--- config.mk ---
export PLATFORM = sky130hd
export DESIGN_NAME = uart_sat_counter
export DESIGN_NICKNAME = d
export VERILOG_FILES = /design/src/rtl/uart_sat_counter.sv
export SDC_FILE = /design/constraint.sdc
export NUM_CORES = 1
export LEC_CHECK = 0
export ABC_AREA = 1
export ABC_CLOCK_PERIOD_IN_PS = 1700
export CORE_AREA = 2 2 47 66
export DETAILED_ROUTE_END_ITERATION = 8
export DIE_AREA = 0 0 49 68
export PLACE_DENSITY_LB_ADDON = 0.25
export REMOVE_ABC_BUFFERS = 1
export SYNTH_ARGS = -nofsm -noshare
export SYNTH_HDL_FRONTEND = slang
export SYNTH_SLANG_ARGS = --single-unit
--- constraint.sdc ---
create_clock -name clk -period 1.7 [get_ports clk]
set_clock_uncertainty 0.2 [all_clocks]
set_input_delay 0.425 -clock clk [delete_from_list [all_inputs] [get_ports clk]]
set_output_delay 0.425 -clock clk [all_outputs]
set_load 0.02 [all_outputs]
--- src/rtl/uart_sat_counter.sv ---
// uart_sat_counter
// Saturating up-counter with synchronous clear.
//   clk, rst_n : clock, asynchronous active-low reset
//   inc        : count one event this cycle
//   clr        : zero the counter (wins over inc)
//   count      : current value, sticks at all-ones
module uart_sat_counter #(
    parameter int W = 16
) (
    input  logic         clk,
    input  logic         rst_n,
    input  logic         inc,
    input  logic         clr,
    output logic [W-1:0] count
);

    logic [W-1:0] count_q;

    // Clear has priority; increments stop once the counter is all-ones.
    always_ff @(posedge clk or negedge rst_n) begin
        if (!rst_n) begin
            count_q <= '0;
        end else if (clr) begin
            count_q <= '0;
        end else if (inc && (count_q != '1)) begin
            count_q <= count_q + 1'b1;
        end
    end

    assign count = count_q;

endmodule

==> reports/metrics.cfg <==
[outcome]
status = complete, no violations

[final_layout]
nNetsFinal = 197
final_layout_size_suffix_gt1_share_pct = 30.9
seq_area_um2 = 400
final_common_cell = nand2_1
final_cell_count_no_fill = 228
fillers = 275
multiInputGateArea_um2 = 606
n_antenna_cell = 0
syn2layout_area_growth_pct = 48.5
post-route-util_pct = 55.2
largest_register_ffs = 16
layout_common_cells = nand2_1, buf_4, dfrtp_1

[die]
die_h_um = 68
ios = 20
start_util_pct = 37.2
die-width_um = 49
core-area_mm2 = 0.00279
row_count = 23
die_area_mm2 = 0.00333

[clock_tree]
clk_path_buf_depth = 2
clockRootBuffer = clkbuf_8
clkLatencyLatePin_ps = 260
numCtsBuffers = 3
htreeDepth = 1
cts.clk_slew.worst_paths_ps = 70
cts_sinks = 16
cts_tree = built

[route]
vias = 1112
antenna_left = 0
viasPerCell = 4.88
avgRoutedWirePerCell_um = 12.4
drtIter0Drc = 48
routed_wirelength_um = 2830
drcViolationCount = 0
drt_pass1_iterations = 4

[timing]
hold_viol = 0
max_slew_margin_pct = 86.0
rsz0062_at_grt = yes
final_max_slew_viol_count = 0
layout_setup_ws_ps = 41.3
worst_slew_pin_slew_ps = 210
hold_slack_ps = 286
finalCriticalPeriod_ps = 1660
clock.fmax_mhz = 603
setup_violations = 0
fin_crit_sh_pct = 97.6

[run]
drv_cap = 0

[grt]
grt.overflow.total = 0
grt_pass1_wl_um = 4630
grt_pass1_vias = 1067
grt_max_degree = 17
antenna_found_initial = 0
globalRouteTotalUtil_pct = 18.5

[power]
power_density_mw_per_mm2 = 536
power.total_uw = 826
power.leakage_nw = 0.828
switching_power_uw = 198
switching_share_pct = 24.0
internal-power_uw = 628
seqPwrFrac_pct = 47.0
vdd_drop_max_mv = 0.355
power_frac_clock_pct = 41.7
comb_power_share_pct = 11.3

[setup_path]
cp_cell_sequence = ha_2 -> nand2_4 -> nor2_4 -> nand2_4 -> o21ai_4 -> nand2_4 -> inv_6 -> nand2_1 -> nand2_1
critPathBufInv = 1
reg2reg_depth = 9
max_stage_delay_ps = 370
critPathTopFamily = simple AND/OR/NAND/NOR gates
crit_fanout = 7
cp.arrival_ps = 1650
cp_common_cell = nand2_4
crit_path_top_delay_cell = dfrtp_1
required_ps = 1690
crit_type = reg -> reg
endpoint_kind = register
start_kind = register
cp.depth = 9

[placed_design]
port_buffers = 19
dp_slack_ps = -71.2
hpwl_um = 1980
dpl.cell_count = 218
routabilityCongestion = 0.859

[logic_synthesis]
synth_cell_type_count = 23
ys_seq_area_share_pct = 38.6
syn_area_mm2 = 0.00104
avgSynthCellArea_um2 = 7.20
syn_inst = 144
yosys_warnings = 0
ys_ff_latch = 16

[worst_hold_path]
hold_class = in -> async

==> cells in the mapped netlist <==
master / n / area, µm²
buf_12: 1 / 20.0
inv_2: 1 / 3.75
buf_1: 1 / 3.75
nor3_1: 1 / 5.00
nand4_1: 9 / 56.3
inv_1: 11 / 41.3
nand2_2: 2 / 12.5
ha_1: 1 / 12.5
nand2_4: 2 / 22.5
dfrtp_1: 16 / 400
or2_2: 1 / 6.26
o21ai_4: 1 / 16.3
o21bai_1: 2 / 15.0
xor2_1: 3 / 26.3
o21ai_0: 4 / 20.0
nand2_1: 55 / 206
nand3_1: 12 / 60.1
buf_2: 1 / 5.00
xnor2_1: 2 / 17.5
inv_4: 1 / 6.26
nor2_4: 2 / 22.5
a21oi_1: 1 / 5.00
nor2_1: 14 / 52.6
==> stage by stage <==
| stage | TNS [ps] | instance area, µm² |
|---|---|---|
| after CTS | -4.94 | 1470 |
| after global placement | -74.7 | 1400 |
| after floorplan | -2580 | 1010 |
| after detailed placement | -505 | 1400 |
| final | 0 | 1540 |
| after global routing | -293 | 1540 |
==> power by group through the flow <==
stage	sequential [mW]	combinational, mW	clock, mW
2_1_floorplan	0.401	0.0257	0
3_3_place_gp	0.396	0.0731	0
3_5_place_dp	0.397	0.0739	0
4_1_cts	0.387	0.0858	0.352
5_1_grt	0.388	0.101	0.372
6_report	0.388	0.0933	0.345
==> what timing repair did <==
item                                    4_1_cts  5_1_grt
hold buffers                                  0        0
endpoints found under the setup margin       32       19
pin swaps                                     0        7
gates resized for setup                      22       24
setup buffers                                 3        1
cloned                                        0        2
==> path summary, 6_finish.rpt <==
path,startpoint,to,slack (ps)
min,rst_n,count[6]$_DFFE_PN0P_,290
min reg2reg,count[7]$_DFFE_PN0P_,count[7]$_DFFE_PN0P_,360
max,count[1]$_DFFE_PN0P_,count[15]$_DFFE_PN0P_,40
max in group asynchronous,rst_n,count[8]$_DFFE_PN0P_,820
min in group clk,count[7]$_DFFE_PN0P_,count[7]$_DFFE_PN0P_,360
max reg2reg,count[1]$_DFFE_PN0P_,count[15]$_DFFE_PN0P_,40
==> cell families after synthesis <==
group	after synthesis	share of synthesized area (%)
AND/OR/NAND/NOR	98	42.8
adder cells (fa/ha/maj)	1	1.21
flip-flops	16	38.6
XOR/XNOR	5	4.22
AO/OA/AOI/OAI	8	5.43
buffers and inverters	16	7.72
==> layer usage <==
metal	GRT usage [%]	wire length [µm]	up-vias
met5	0	0	-
met4	10.4	38	0
met3	2.40	97	4
met2	34.1	1530	26
met1	20.9	1170	526
li1	-	-	556
==> cell type report <==
class                           instances  area share, %
Clock buffer                            4           3.57
Tap cell                               37           3.01
Inverter                               13           3.98
Multi-Input combinational cell        112           39.3
Timing Repair Buffer                   45           23.6
Timing Repair inverter                  1          0.569
Sequential cell                        16           26.0
(Power assumes the default switching activity.)
